File: src/rtl/rv32m_pkg.sv
// Shared constants for the RV32M multi-cycle unit: funct3 encodings, FSM states and decode helpers.
package rv32m_pkg;

  localparam int XLEN = 32;

  localparam logic [2:0] F3_MUL    = 3'b000;
  localparam logic [2:0] F3_MULH   = 3'b001;
  localparam logic [2:0] F3_MULHSU = 3'b010;
  localparam logic [2:0] F3_MULHU  = 3'b011;
  localparam logic [2:0] F3_DIV    = 3'b100;
  localparam logic [2:0] F3_DIVU   = 3'b101;
  localparam logic [2:0] F3_REM    = 3'b110;
  localparam logic [2:0] F3_REMU   = 3'b111;

  typedef enum logic [1:0] {
    ST_IDLE = 2'd0,
    ST_CALC = 2'd1,
    ST_FIX  = 2'd2,
    ST_DONE = 2'd3
  } state_e;

  function automatic logic f3_is_div(input logic [2:0] f3);
    return f3[2];
  endfunction

  function automatic logic f3_is_rem(input logic [2:0] f3);
    return f3[2] & f3[1];
  endfunction

  // Upper product half is returned for MULH, MULHSU and MULHU.
  function automatic logic f3_is_mulhi(input logic [2:0] f3);
    return ~f3[2] & (f3[1:0] != 2'b00);
  endfunction

  function automatic logic f3_rs1_signed(input logic [2:0] f3);
    return (f3 == F3_MULH) || (f3 == F3_MULHSU) || (f3 == F3_DIV) || (f3 == F3_REM);
  endfunction

  function automatic logic f3_rs2_signed(input logic [2:0] f3);
    return (f3 == F3_MULH) || (f3 == F3_DIV) || (f3 == F3_REM);
  endfunction

endpackage

File: src/rtl/rv32m_sign_fix.sv
// Conditional two's-complement negate: magnitude extraction at operand entry, sign restore at result exit.
module rv32m_sign_fix #(
  parameter int W = 32
) (
  input  logic [W-1:0] val_i,
  input  logic         neg_i,
  output logic [W-1:0] val_o
);

  assign val_o = neg_i ? (~val_i + W'(1)) : val_i;

endmodule

File: src/rtl/rv32m_muldiv_seq.sv
// RV32M sequencer: radix-2 shift-add multiply / restoring divide, 32 CALC + 1 FIX cycles per op.
// Stalls the pipeline until done; div-by-zero and signed overflow may short-cut straight to DONE.
module rv32m_muldiv_seq #(
  parameter int XLEN     = rv32m_pkg::XLEN,
  parameter bit FAST_DIV = 1'b1
) (
  input  logic            CLK,
  input  logic            RESET,
  input  logic            start,
  input  logic [2:0]      funct3,
  input  logic [XLEN-1:0] op1,
  input  logic [XLEN-1:0] op2,
  input  logic            flush,
  output logic            busy,
  output logic            stall,
  output logic            done,
  output logic [XLEN-1:0] result
);

  import rv32m_pkg::*;

  localparam int CW = $clog2(XLEN);
  localparam logic [XLEN-1:0] ALL_ONES = {XLEN{1'b1}};
  localparam logic [XLEN-1:0] MIN_NEG  = {1'b1, {(XLEN-1){1'b0}}};

  state_e            state_q;
  logic [CW-1:0]     count_q;
  logic              done_q;
  logic [XLEN-1:0]   result_q;

  // hi/lo hold {product_hi, product_lo} for multiply and {remainder, quotient} for divide.
  logic [XLEN-1:0]   hi_q, lo_q, mcand_q;
  logic [XLEN-1:0]   hi_d, lo_d;
  logic [2:0]        op_q;
  logic              neg_q, s1_q, div0_q;

  logic              s1, s2;
  logic [XLEN-1:0]   mag1, mag2;
  logic              idle_like, accept;
  logic              div0, ovf, fast;
  logic [XLEN-1:0]   fast_res;

  logic [XLEN:0]     mul_sum;
  logic [XLEN:0]     div_sh;
  logic              div_ge;
  logic [XLEN-1:0]   div_diff;

  logic [2*XLEN-1:0] fix_in, fix_out;
  logic              fix_neg;
  logic [XLEN-1:0]   fix_res;

  assign s1 = f3_rs1_signed(funct3) & op1[XLEN-1];
  assign s2 = f3_rs2_signed(funct3) & op2[XLEN-1];

  rv32m_sign_fix #(.W(XLEN)) u_abs1 (.val_i(op1), .neg_i(s1), .val_o(mag1));
  rv32m_sign_fix #(.W(XLEN)) u_abs2 (.val_i(op2), .neg_i(s2), .val_o(mag2));

  assign idle_like = (state_q == ST_IDLE) || (state_q == ST_DONE);
  assign accept    = start & idle_like & ~flush;

  assign div0 = (op2 == '0);
  assign ovf  = ~funct3[0] & (op1 == MIN_NEG) & (op2 == ALL_ONES);
  assign fast = FAST_DIV & f3_is_div(funct3) & (div0 | ovf);

  always_comb begin
    fast_res = '0;
    if (div0) begin
      fast_res = f3_is_rem(funct3) ? op1 : ALL_ONES;
    end else begin
      fast_res = f3_is_rem(funct3) ? '0 : MIN_NEG;
    end
  end

  always_comb begin
    mul_sum  = {1'b0, hi_q} + {1'b0, (lo_q[0] ? mcand_q : '0)};
    div_sh   = {hi_q, lo_q[XLEN-1]};
    div_ge   = (div_sh >= {1'b0, mcand_q});
    // Remainder after a successful trial is below the divisor, so XLEN bits suffice.
    div_diff = div_sh[XLEN-1:0] - mcand_q;
    hi_d     = mul_sum[XLEN:1];
    lo_d     = {mul_sum[0], lo_q[XLEN-1:1]};
    if (f3_is_div(op_q)) begin
      hi_d = div_ge ? div_diff : div_sh[XLEN-1:0];
      lo_d = {lo_q[XLEN-2:0], div_ge};
    end
  end

  always_comb begin
    fix_in  = {hi_q, lo_q};
    fix_neg = neg_q;
    if (f3_is_rem(op_q)) begin
      fix_in  = {{XLEN{1'b0}}, hi_q};
      fix_neg = s1_q;
    end else if (f3_is_div(op_q)) begin
      fix_in  = {{XLEN{1'b0}}, lo_q};
    end
  end

  rv32m_sign_fix #(.W(2*XLEN)) u_fix (.val_i(fix_in), .neg_i(fix_neg), .val_o(fix_out));

  always_comb begin
    fix_res = fix_out[XLEN-1:0];
    if (f3_is_mulhi(op_q)) begin
      fix_res = fix_out[2*XLEN-1:XLEN];
    end else if (div0_q && f3_is_div(op_q) && !f3_is_rem(op_q)) begin
      // A zero divisor yields an all-ones quotient magnitude; the signed fix-up must not touch it.
      fix_res = ALL_ONES;
    end
  end

  always_ff @(posedge CLK or posedge RESET) begin
    if (RESET) begin
      state_q  <= ST_IDLE;
      count_q  <= '0;
      done_q   <= 1'b0;
      result_q <= '0;
    end else begin
      done_q <= 1'b0;
      if (flush) begin
        state_q <= ST_IDLE;
        count_q <= '0;
      end else begin
        case (state_q)
          ST_IDLE, ST_DONE: begin
            if (start && fast) begin
              state_q  <= ST_DONE;
              done_q   <= 1'b1;
              result_q <= fast_res;
            end else if (start) begin
              state_q <= ST_CALC;
              count_q <= '0;
            end else begin
              state_q <= ST_IDLE;
            end
          end
          ST_CALC: begin
            count_q <= count_q + CW'(1);
            if (count_q == CW'(XLEN-1)) begin
              state_q <= ST_FIX;
            end
          end
          ST_FIX: begin
            state_q  <= ST_DONE;
            done_q   <= 1'b1;
            result_q <= fix_res;
          end
          default: state_q <= ST_IDLE;
        endcase
      end
    end
  end

  always_ff @(posedge CLK or posedge RESET) begin
    if (RESET) begin
      hi_q    <= '0;
      lo_q    <= '0;
      mcand_q <= '0;
      op_q    <= F3_MUL;
      neg_q   <= 1'b0;
      s1_q    <= 1'b0;
      div0_q  <= 1'b0;
    end else if (accept) begin
      hi_q    <= '0;
      lo_q    <= f3_is_div(funct3) ? mag1 : mag2;
      mcand_q <= f3_is_div(funct3) ? mag2 : mag1;
      op_q    <= funct3;
      neg_q   <= s1 ^ s2;
      s1_q    <= s1;
      div0_q  <= div0;
    end else if (state_q == ST_CALC) begin
      hi_q <= hi_d;
      lo_q <= lo_d;
    end
  end

  assign busy   = (state_q == ST_CALC) || (state_q == ST_FIX);
  assign stall  = busy | (start & idle_like);
  assign done   = done_q;
  assign result = result_q;

endmodule

File: config.mk
export PLATFORM = sky130hd
export DESIGN_NAME = rv32m_muldiv_seq
export DESIGN_NICKNAME = d
export VERILOG_FILES = /design/src/rtl/rv32m_pkg.sv /design/src/rtl/rv32m_sign_fix.sv /design/src/rtl/rv32m_muldiv_seq.sv
export SDC_FILE = /design/constraint.sdc
export NUM_CORES = 1
export LEC_CHECK = 0
export CORE_ASPECT_RATIO = 0.8
export CORE_MARGIN = 5
export CORE_UTILIZATION = 30
export CTS_CLUSTER_SIZE = 24
export DETAILED_ROUTE_END_ITERATION = 6
export MAX_ROUTING_LAYER = met4
export PLACE_DENSITY = 0.49
export SYNTH_ARGS = -nofsm -noshare
export SYNTH_HDL_FRONTEND = slang
export SYNTH_SLANG_ARGS = --single-unit
File: constraint.sdc
create_clock -name CLK -period 7.38 [get_ports CLK]
set_input_delay 2.214 -clock CLK [delete_from_list [all_inputs] [get_ports CLK]]
set_output_delay 2.214 -clock CLK [all_outputs]
set_load 0.005 [all_outputs]
* Word-level counts from Yosys, hierarchy flattened
Index checks and enable logic that the tools add are counted.
W data, S select, Z words.
** Word-level totals
- Flip-flop bits (word level) :: 142
- Output and inout bits :: 35
- Logic and storage cells :: 106
** Cells by class
- $add $sub $neg :: 6
- $lt $le $gt $ge :: 1
- Eq/ne operators :: 14
- Mux-type cells :: 35
- Bitwise operators :: 19
- Reduce and logical (&&, ||, !) cells :: 20
** Operators with widths (count)
- $mux W32 :: 18
- $mux W64 :: 3
- $add A32 B1 Y32 const B :: 2
- $add A64 B1 Y64 const B :: 1
- $eq A32 B32 Y1 const B :: 2
- $not A32 Y32 :: 2
- $not A64 Y64 :: 1
- $pmux W32 S2 :: 1
- $add A32 B32 Y33 :: 1
- $ge A33 B32 Y1 :: 1
- $logic_not A32 Y1 :: 1
- $sub A32 B32 Y32 :: 1
- $mux W5 :: 3
- $and A1 B1 Y1 :: 10
- $pmux W5 S2 :: 1
- $ne A3 B3 Y1 const B :: 3
- $logic_or A1 B1 Y1 :: 7
- $eq A3 B3 Y1 const B :: 2
- $mux W2 :: 3
- $pmux W2 S3 :: 1
- $reduce_and A3 Y1 :: 2
- $reduce_bool A2 Y1 :: 3
- $add A5 B1 Y5 const B :: 1
- $eq A5 B5 Y1 const B :: 1
- other kinds (15) :: 24

* Depth between registers and ports, before layout
- Depth after elaboration :: 9
- Gate-level depth with buffers :: 16
- Gate-level depth less buffers :: 13

* By module
A second synthesis with hierarchy kept.
** Second synthesis, totals
- Cells, all modules :: 1869
- Area total of the unflattened synthesis :: 15361.0 um2
** Modules (own cells, without submodules)
- rv32m_muldiv_seq :: instances 1, cells an instance 1465, area each 12157.9 um2
- rv32m_sign_fix (u_fix) :: instances 1, cells an instance 206, area each 1649.1 um2
- rv32m_sign_fix (u_abs1 ...) :: instances 2, cells an instance 99, area each 777.0 um2

* Worst setup path before layout
No wires, ideal clock.
- Path type :: input-to-reg
- Start point :: in op1[0]
- End point :: reg result_q[0], in the netlist result[0]
- Library setup time :: 0.069 ns
- Arrival time :: 4.832 ns
- Data required time :: 7.311 ns
- Slack :: 2.479 ns
- Cell stages on the path :: 12
- Cell sequence :: inv_1 -> ha_1 -> or3b_2 -> or4_1 -> nor3_1 -> nand3_1 -> o21ai_2 -> a31o_2 -> nand2_2 -> buf_2 -> a221o_1 -> nand3_1
** Between the ends
- Word-level cells in the longest chain between the ends :: 8
- Elaborated cells between the ends (all ways) :: 12
** RTL lines
- from (decl) :: line rv32m_muldiv_seq.sv:11 : input logic [XLEN-1:0] op1,
- $eq A32 B32 Y1 :: line rv32m_muldiv_seq.sv:62 : assign ovf = ~funct3[0] & (op1 == MIN_NEG) & (op2 == ALL_ONES);
- $and A1 B1 Y1 (2 in a row) :: line rv32m_muldiv_seq.sv:62
- $or A1 B1 Y1 :: line rv32m_muldiv_seq.sv:63 : assign fast = FAST_DIV & f3_is_div(funct3) & (div0 | ovf);
- $and A1 B1 Y1 :: line rv32m_muldiv_seq.sv:63
- $logic_and A1 B1 Y1 :: line rv32m_muldiv_seq.sv:125 : if (start && fast) begin
- $ne A2 B2 Y1 (no line)
- $reduce_and A3 Y1 (no line)
- to (signal assigned) :: line rv32m_muldiv_seq.sv:128 : result_q <= fast_res;
- to (signal assigned) :: line rv32m_muldiv_seq.sv:145 : result_q <= fix_res;
- to (decl) :: line rv32m_muldiv_seq.sv:29 : logic [XLEN-1:0] result_q;
Several ways; a longest one is shown, not always the timed one. The select of a mux whose other input is x is not followed.
A chain may end at the register's enable or synchronous reset.

* Worst setup path after layout
- Start point :: in op1[0]
- End point :: reg result_q[24], in the netlist result[24]
** Between the ends
- Word-level cells in the longest chain between the ends :: 8
** RTL lines (line)
- $eq A32 B32 Y1 :: rv32m_muldiv_seq.sv:62
- $and A1 B1 Y1 (2 in a row) :: rv32m_muldiv_seq.sv:62
- $or A1 B1 Y1 :: rv32m_muldiv_seq.sv:63
- $and A1 B1 Y1 :: rv32m_muldiv_seq.sv:63
- $logic_and A1 B1 Y1 :: rv32m_muldiv_seq.sv:125
- $ne A2 B2 Y1 (no line)
- $reduce_and A3 Y1 (no line)
No other way between the ends.

==> qor.csv <==
stage;metric;value;unit
sta;max_freq;0.1668;GHz
cts;ctsResizeCount;0;
cells_and_area;syn2layout_area_growth;14.52;%
cts;cts.sinks;142;
sta;setup_tns;0;ps
worst_setup_path;rr_endpoint;result[16];
worst_setup_path;reg2reg_slack;2540;ps
synth;syn_inst;1973;
pwr;irDropWorstVdd;187.7;uV
global_route;grt_usage;24.48;%
synth;ys_ff_latch;142;
cts;clk_pin_slew;60;ps
worst_setup_path;critical_path_class;in -> reg;
worst_setup_path;required;7720;ps
placement;place_area;0.01668;mm^2
floorplan;die_area;0.05491;mm^2
routing;avgRoutedWirePerCell;24.78;um
sta;finClkSkew;10.22;ps
synth;yosysSeqAreaShare;23.55;%
global_route;grt_overflow;0;
synth;syn_avg_cell_area;7.647;um^2
cells_and_area;fin_nets;2130;
worst_setup_path;endpoint;result[24];
pwr;leakage;6.902;nW
cts;postCtsHoldBufs;0;
worst_setup_path;endpoint_kind;register;
sta;finalHoldViolCount;0;
placement;hpwl;51310;um
worst_setup_path;r2r_start;op_q[1];
placement;dp_slack;1004;ps
cts;root_buffer;clkbuf_16;
routing;dr.pass1.iters;5;
synth;yosys_warnings;0;
global_route;grt_pass1_wl;98280;um
worst_setup_path;crit_start;op1[0];
flow_run;drv_cap;0;
status;status;completed;
cts;cts_tree;yes;
floorplan;pin_count;106;
pwr;power_density;455.4;mW/mm^2
placement;place_congestion;0.9500;
pwr;finalPower;0.007869;W
worst_setup_path;rr_worst_depth;12;
synth;synth_edf_count;0;
cts;postCtsSetupRepairBufs;0;
global_route;antenna_found_initial;8;
floorplan;die_h;210.6;um
routing;drt_iter0_drc;1479;
cells_and_area;drive_gt1_share;5.506;%
cts;numCtsBuffers;17;
routing;vias_per_cell;5.823;
global_route;grt_max_degree;86;
sta;holdWs;492.7;ps
floorplan;initial_core_util;30.37;%
placement;port_buffers;105;
synth;synth_fp_nets;2118;
sta;worst_slack;1383;ps
cells_and_area;postLayoutCellArea;0.01728;mm^2
sta;period_share;81.26;%
cells_and_area;fillers;5355;
routing;ant_nets;0;
floorplan;rows;73;
worst_setup_path;crit_fanout;14;
floorplan;die_w;260.7;um
sta;maxSlewViolCount;0;
sta;setup_violations;0;
min_path;hold_path.class;reg -> reg;
synth;async_flop_share;100.0;%
synth;synth_area;0.01509;mm^2
sta;rsz0062_at_grt;no;
cts;cts_max_level;4;
synth;yosysUniqueCellTypes;91;
cts;clockBufferDepth;2;
cts;clock_latency;460;ps
worst_setup_path;cp.arrival;6340;ps
worst_setup_path;startpoint_type;primary input;
synth;synth_ff_type;dfrtp_1;
floorplan;core;0.04969;mm^2
routing;vias;15590;
routing;wl;66330;um
routing;drcViolationCount;0;
sta;finalCriticalPeriod;5997;ps
sta;slew_headroom;17.80;%
sta;tightest_slew;1233;ps
global_route;grt_pass1_vias;14530;
==> per-layer routing <==
metal | GRT usage (%) | part of all wire, %
met1 | 37.02 | 49
met2 | 32.39 | 40
met3 | 6.108 | 9.2
met4 | 5.573 | 1.6
met5 | - | 0
==> critical path, cell delays in order <==
cell and delay (ps):
clkdlybuf4s50_1 540, inv_1 120, ha_1 170, or3b_2 490
or4_1 510, nor3_1 330, nand3_1 320, o21ai_2 570
a31oi_2 390, buf_4 330, a221o_1 350
==> power by group <==
group          switching [W]  total [W]  internal [W]
sequential          0.000613    0.00172       0.00110
combinational        0.00319    0.00524       0.00205
clock               0.000399   0.000907      0.000508
==> metrics by stage <==
stage | util [%] | instances
global placement | 33.58 | 2641
floorplan | - | 1973
CTS | 34.76 | 2673
finish | 34.78 | 2677
global route | 34.77 | 2676
detailed placement | 33.58 | 2641
==> logic make-up after synthesis <==
logic type / share of synthesized area [%]
AOI/OAI and AO/OA: 28.92
xor gates and xnor gates: 9.346
adders and majority gates: 6.236
buffers and inverters: 5.432
DFF: 23.55
muxes: 5.904
and+or+nand+nor: 20.62
==> cell usage after synthesis (all sizes together), types with 15 or more instances <==
library cell	n	share of area, %
a21o	30	1.5
a21oi	141	4.7
inv	73	1.8
nand2	205	5.1
nor4	21	1.1
clkbuf	108	2.7
o221ai	18	1.0
a31oi	35	1.5
xnor2	96	5.6
and2	45	1.9
and3	19	0.79
or4	15	0.77
a211oi	22	1.1
dfrtp	142	24
nand3	31	1.1
o211ai	70	3.5
ha	72	6.0
xor2	65	3.8
o21a	16	0.80
buf	30	0.90
nor3	34	1.2
o21ai	199	6.7
mux2i	80	5.3
nand4	20	0.91
a211o	15	0.87
nor2	157	3.9
o31ai	27	1.4
==> flip-flops by register name, indices dropped and copies added (netlist names) <==
signal,cells
hi_q,32
lo_q,32
mcand_q,32
result,32
count_q,5
op_q,3
state_q,2
div0_q,1
done,1
neg_q,1
s1_q,1
==> how the worst min path moves through the flow <==
stage | startpoint | end | slack, ps | cells after the start
floorplan | count_q[3] | count_q[3] | 440 | 1
global placement | count_q[3] | count_q[3] | 460 | 1
detailed placement | count_q[3] | count_q[3] | 480 | 1
CTS | count_q[3] | count_q[3] | 490 | 1
global route | result[16] | result[16] | 510 | 1
finish | result[22] | result[22] | 490 | 2
==> cell usage in the layout, fill, tap and decap left out, drive strengths merged, types with 8 or more instances in the layout <==
master / count
buf: 27
a31oi: 35
xnor2: 96
o21ai: 199
o41ai: 8
o221ai: 18
mux2: 8
inv: 74
nand3: 31
a211o: 15
nor4: 21
mux2i: 80
clkbuf: 20
dfrtp: 142
nand2: 205
nor3b: 8
a21boi: 11
and2: 45
a221o: 13
nor2: 157
ha: 72
o21bai: 9
a21oi: 141
nand2b: 13
o211ai: 70
a21o: 30
a211oi: 22
nor3: 34
and3: 19
or3: 8
or4: 15
xor2: 65
o22ai: 10
and4: 8
clkdlybuf4s50: 104
o31ai: 27
nand4: 20
o21a: 16
==> layout make-up <==
| class | instances | area, um^2 | share of cell area (%) |
|---|---|---|---|
| sequential | 142 | 3557 | 20.59 |
| antenna | 4 | 10.01 | 0.05793 |
| multi-input combinational | 1619 | 10760 | 62.24 |
| clock inverter | 12 | 138.9 | 0.8038 |
| inverter | 74 | 282.8 | 1.636 |
| timing repair buffer | 131 | 1244 | 7.198 |
| clock buffer | 20 | 446.7 | 2.585 |
| tap | 675 | 844.6 | 4.888 |
Note: power is estimated with default switching activity, not from simulation.
